==> src/rtl/enokida_trace_buffer.sv <==
// Show-ahead trace FIFO feeding the trace-assisted cache: hysteresis lock,
// sticky overflow with saturating drop counter, and registered capture enable.
module enokida_trace_buffer #(
  parameter int TRACE_WIDTH = 160,
  parameter int DEPTH       = 8,
  parameter int LOCK_HI     = DEPTH - 2,
  parameter int LOCK_LO     = 2
) (
  input  logic                     clk,
  input  logic                     rst_n,
  input  logic                     capture_en_i,
  input  logic                     clear_i,
  input  logic                     tracer_valid_i,
  input  logic [TRACE_WIDTH-1:0]   tracer_data_i,
  output logic                     tracer_ready_o,
  output logic [TRACE_WIDTH-1:0]   trace_out_o,
  output logic                     trace_ready_o,
  input  logic                     trace_pop_i,
  output logic                     trace_capture_enable_o,
  output logic                     lock_o,
  output logic [$clog2(DEPTH):0]   occupancy_o,
  output logic                     overflow_o,
  output logic [15:0]              drop_count_o
);

  localparam int AW = $clog2(DEPTH);
  localparam int OW = AW + 1;
  localparam logic [OW-1:0] DEPTH_C   = OW'(DEPTH);
  localparam logic [OW-1:0] LOCK_HI_C = OW'(LOCK_HI);
  localparam logic [OW-1:0] LOCK_LO_C = OW'(LOCK_LO);

  logic [TRACE_WIDTH-1:0] mem_r [DEPTH];
  logic [AW-1:0]          wr_ptr_r, rd_ptr_r;
  logic [OW-1:0]          occ_r;
  logic                   lock_r, overflow_r, cap_en_r;
  logic [15:0]            drop_cnt_r;

  logic                   offer_s, full_s, empty_s, push_s, pop_s, drop_s;
  logic [AW-1:0]          wr_ptr_next_s, rd_ptr_next_s;
  logic [OW-1:0]          occ_next_s;
  logic                   lock_next_s, overflow_next_s;
  logic [15:0]            drop_cnt_next_s;

  // Transfer qualification and next-state for pointers, occupancy and status
  always_comb begin
    offer_s         = tracer_valid_i & capture_en_i;
    full_s          = (occ_r == DEPTH_C);
    empty_s         = (occ_r == {OW{1'b0}});
    push_s          = offer_s & ~full_s;
    drop_s          = offer_s & full_s;
    pop_s           = trace_pop_i & ~empty_s;
    wr_ptr_next_s   = wr_ptr_r;
    rd_ptr_next_s   = rd_ptr_r;
    occ_next_s      = occ_r;
    lock_next_s     = lock_r;
    overflow_next_s = overflow_r;
    drop_cnt_next_s = drop_cnt_r;

    if (clear_i) begin
      wr_ptr_next_s   = {AW{1'b0}};
      rd_ptr_next_s   = {AW{1'b0}};
      occ_next_s      = {OW{1'b0}};
      lock_next_s     = 1'b0;
      overflow_next_s = 1'b0;
      drop_cnt_next_s = 16'h0000;
    end else begin
      if (push_s) begin
        wr_ptr_next_s = wr_ptr_r + AW'(1);
      end else begin
        wr_ptr_next_s = wr_ptr_r;
      end
      if (pop_s) begin
        rd_ptr_next_s = rd_ptr_r + AW'(1);
      end else begin
        rd_ptr_next_s = rd_ptr_r;
      end
      if (push_s && !pop_s) begin
        occ_next_s = occ_r + OW'(1);
      end else if (pop_s && !push_s) begin
        occ_next_s = occ_r - OW'(1);
      end else begin
        occ_next_s = occ_r;
      end
      // Hysteresis acts on the post-edge occupancy so lock moves with the transfer
      if (occ_next_s >= LOCK_HI_C) begin
        lock_next_s = 1'b1;
      end else if (occ_next_s <= LOCK_LO_C) begin
        lock_next_s = 1'b0;
      end else begin
        lock_next_s = lock_r;
      end
      overflow_next_s = overflow_r | drop_s;
      if (drop_s && (drop_cnt_r != 16'hFFFF)) begin
        drop_cnt_next_s = drop_cnt_r + 16'h0001;
      end else begin
        drop_cnt_next_s = drop_cnt_r;
      end
    end
  end

  // Control and status registers with synchronous reset
  always_ff @(posedge clk) begin
    if (!rst_n) begin
      wr_ptr_r   <= {AW{1'b0}};
      rd_ptr_r   <= {AW{1'b0}};
      occ_r      <= {OW{1'b0}};
      lock_r     <= 1'b0;
      overflow_r <= 1'b0;
      drop_cnt_r <= 16'h0000;
      cap_en_r   <= 1'b0;
    end else begin
      wr_ptr_r   <= wr_ptr_next_s;
      rd_ptr_r   <= rd_ptr_next_s;
      occ_r      <= occ_next_s;
      lock_r     <= lock_next_s;
      overflow_r <= overflow_next_s;
      drop_cnt_r <= drop_cnt_next_s;
      cap_en_r   <= capture_en_i & ~overflow_next_s;
    end
  end

  // Record storage; contents are don't-care after clear or reset
  always_ff @(posedge clk) begin
    if (push_s && !clear_i) begin
      mem_r[wr_ptr_r] <= tracer_data_i;
    end
  end

  assign trace_out_o            = mem_r[rd_ptr_r];
  assign trace_ready_o          = (occ_r != {OW{1'b0}});
  assign tracer_ready_o         = (occ_r != DEPTH_C);
  assign occupancy_o            = occ_r;
  assign lock_o                 = lock_r;
  assign overflow_o             = overflow_r;
  assign drop_count_o           = drop_cnt_r;
  assign trace_capture_enable_o = cap_en_r;

endmodule
==> config.mk <==
export PLATFORM = sky130hd
export DESIGN_NAME = enokida_trace_buffer
export DESIGN_NICKNAME = d
export VERILOG_FILES = /design/src/rtl/enokida_trace_buffer.sv
export SDC_FILE = /design/constraint.sdc
export NUM_CORES = 1
export LEC_CHECK = 0
export ABC_CLOCK_PERIOD_IN_PS = 33600
export BUFFER_PORTS_ARGS = -buffer_cell sky130_fd_sc_hd__clkbuf_2
export CAP_MARGIN = 20
export CORE_MARGIN = 10
export CORE_UTILIZATION = 30
export CTS_CLUSTER_SIZE = 14
export DETAILED_ROUTE_END_ITERATION = 10
export PLACE_DENSITY = 0.54
export SYNTH_ARGS = -nofsm -noshare
export SYNTH_HDL_FRONTEND = slang
export SYNTH_SLANG_ARGS = --single-unit
==> constraint.sdc <==
create_clock -name clk -period 33.6 [get_ports clk]
set_input_delay 6.72 -clock clk [delete_from_list [all_inputs] [get_ports clk]]
set_output_delay 6.72 -clock clk [all_outputs]
set_load 0.005 [all_outputs]
==> results.ini <==
[run_status]
status = completed

[global_routing]
grt_use_total_pct = 12.5
grt-ovfl-total = 0
grt_pass1_vias = 24500
grt_max_degree = 100
grt_antenna_before_repair = 17
grt_pass1_wl_um = 167000

[die]
initial_core_util_pct = 30.2
coreArea_mm2 = 0.163
die-area_mm2 = 0.181
die_w_um = 426
num_rows = 148
pin_count = 351
chipHeight_um = 426

[setup_path]
arrival_ns = 5.85
crit_required_ns = 26.88
crit_type = reg -> out
cp-start-kind = flip-flop
reg2reg_to = mem_r[4][89]$_DFFE_PP_
r2r_cells = 8
r2r_slack_ns = 29.33
path_max_fanout = 49
r2r_start = occupancy_o[0]$_SDFF_PP0_
endpoint_kind = output pin

[final_layout]
fillers = 14800
area_growth_syn_to_layout_pct = 18.3
multi_input_area_mm2 = 0.00990
regArea_mm2 = 0.0391
final_nets = 2641
drive_gt1_share_pct = 42.2

[routing]
wirelength_um = 114000
dr.first_iter.drc_count = 1503
dr.pass1.iters = 6
viasPerCell = 4.67
ant_nets = 0
num_vias = 22200
drc = 0
wl_per_cell_um = 24.0

[sta]
layout_min_cycle_time_ns = 12.57
setup_tns_ns = 0
timing.final.hold_violations = 0
skew_ns = 0.0296
fin_ws_ns = 21.03
rsz0062_at_grt = no
period_share_pct = 37.4
holdWs_ns = 0.494
slew_headroom_pct = 31.9
setup_viol = 0
worst_pin_slew_ns = 1.02
max_freq_ghz = 0.0796
maxSlewViolCount = 0

[synth]
synthCells = 2023
synth_top_cell_by_area = edfxtp_1
avgSynthCellArea_um2 = 24.4
synth_area_mm2 = 0.0493
syn_nets = 2194
yosysMostFrequentCell = edfxtp_1
synth_common_cells = edfxtp_1 (1280), mux4_2 (320), mux2_2 (160), clkbuf_1 (54), nor2_1 (33)
ys_seq_area_share_pct = 79.2
synth_ff_type = edfxtp_1
ys_warn_count = 0
synth-seq-cells = 1312
synth_edf_count = 1280
synth_top_area_share_pct = 77.9
async_reset_ff_share_pct = 0
ys_types = 44
yosys-top-cells-area = edfxtp_1 (78%), mux4_2 (15%), mux2_2 (3.7%)

[placed_design]
dp_hpwl_um = 65000
place_ws_ns = 21.32
placement.io_buffers = 350
globalplace.congestion = 0.708

[clock_network]
numCtsBuffers = 143
cts.sinks = 1312
cts_tree = done
cts_resized = 0
clk_pin_slew_worst_paths_ns = 0.05
cts_buffer_depth = 3
cts_setup_buffers = 0
hold_buffers = 0
root_buffer = clkbuf_16
clk_latency_ns = 0.80
htree_levels = 4

[power_and_ir_drop]
switching_share_pct = 20.3
p_comb_share_pct = 2.4
p_leak_nw = 18.1
clkPwrFrac_pct = 44.3
switchingPower_w = 0.000688
p_int_w = 0.00270
sequentialPowerShare_pct = 53.3
power_density_mw_per_mm2 = 58.0
irDropWorstVdd_v = 0.0000518

[worst_hold_path]
hold_start = rd_ptr_r[1]$_SDFFE_PP0P_
hold_depth = 2
min_path_type = reg -> reg

[flow_run]
maxCapViolations = 0

## metrics by stage
stage	cell area [um^2]	std cells	power, W	util (%)
finish	58400	4756	0.00339	35.8
global placement	53800	4498	0.00192	33.0
global route	58400	4755	0.00351	35.8
detailed placement	53800	4498	0.00192	33.0
floorplan	49300	2023	0.00188	-
CTS	58300	4746	0.00344	35.8
## cell usage in the layout, fill, tap and decap left out, drive strengths merged, types with 3 or more instances in the layout
master,synthesis,final
inv,3,16
ha,5,5
edfxtp,1280,1280
buf,40,46
and3,5,5
nand3,4,4
dfxtp,32,32
clkbuf,54,519
and2,3,3
clkinv,0,55
a21oi,3,3
mux4,320,320
nand2,17,17
xor2,11,11
nor2,33,33
nor2b,4,4
a211oi,3,3
bufinv,0,9
mux2,160,160
xnor2,9,9
diode,0,8
nand4,6,6
nor3,8,8
## critical path: stages (launching register included)
cell	delay, ns
dfxtp_4	0.76
buf_4	0.79
buf_4	0.69
buf_4	0.37
buf_16	0.32
buf_4	0.84
mux4_2	0.60
mux2_2	0.28
clkbuf_2	0.16
## area by class of cell
type,instances,share of cell area [%]
clock buffer,169,6.33
antenna,8,0.0343
clock inverter,79,1.34
timing repair buffer,396,3.70
inverter,3,0.0193
tap,2175,4.66
sequential,1312,66.9
multi-input combinational,614,17.0
## power by group through the flow
| stage | Clock, W | Sequential, W | Combinational [W] |
|---|---|---|---|
| final | 0.00150 | 0.00181 | 0.0000802 |
| after global placement | 0 | 0.00184 | 0.0000779 |
| after global routing | 0.00162 | 0.00181 | 0.0000883 |
| after floorplan | 0 | 0.00184 | 0.0000353 |
| after detailed placement | 0 | 0.00184 | 0.0000821 |
| after CTS | 0.00155 | 0.00181 | 0.0000823 |
## worst max-delay path by stage
stage | start | end | slack (ns)
floorplan | clear_i | mem_r[2][0]$_DFFE_PP_ | 14.76
global placement | flip-flop | trace_out_o[48] | 21.47
detailed placement | flip-flop | trace_out_o[28] | 21.32
CTS | flip-flop | trace_out_o[28] | 20.44
global route | flip-flop | trace_out_o[28] | 20.39
finish | flip-flop | trace_out_o[44] | 21.03
## per-layer routing
metal	wire [um]	share of wire, %	global-route usage [%]	up-vias
met5	53	0.046	0	-
met4	4360	3.8	5.38	8
met1	44200	39	14.4	12000
li1	-	-	-	9546
met2	60700	53	22.1	487
met3	5040	4.4	2.94	206
## flip-flops by register name, indices dropped and copies added (netlist names), named ones only
name	cells
rd_ptr_r	3
occupancy_o	4
overflow_o	1
drop_count_o	16
lock_o	1
mem_r	1280
trace_capture_enable_o	1
wr_ptr_r	3
## cell families (layout without fill, tap and decap cells)
kind of cell	count (synthesis)	after routing	share of synthesized area, %
other cells	0	8	0
simple gates	91	91	0.903
buf+inv	97	647	0.829
xor+xnor	20	20	0.355
compound gates	16	16	0.284
flops	1312	1312	79.2
fa+ha+maj	5	5	0.127
mux	482	482	18.3
Note: power is estimated with default switching activity, not from simulation.
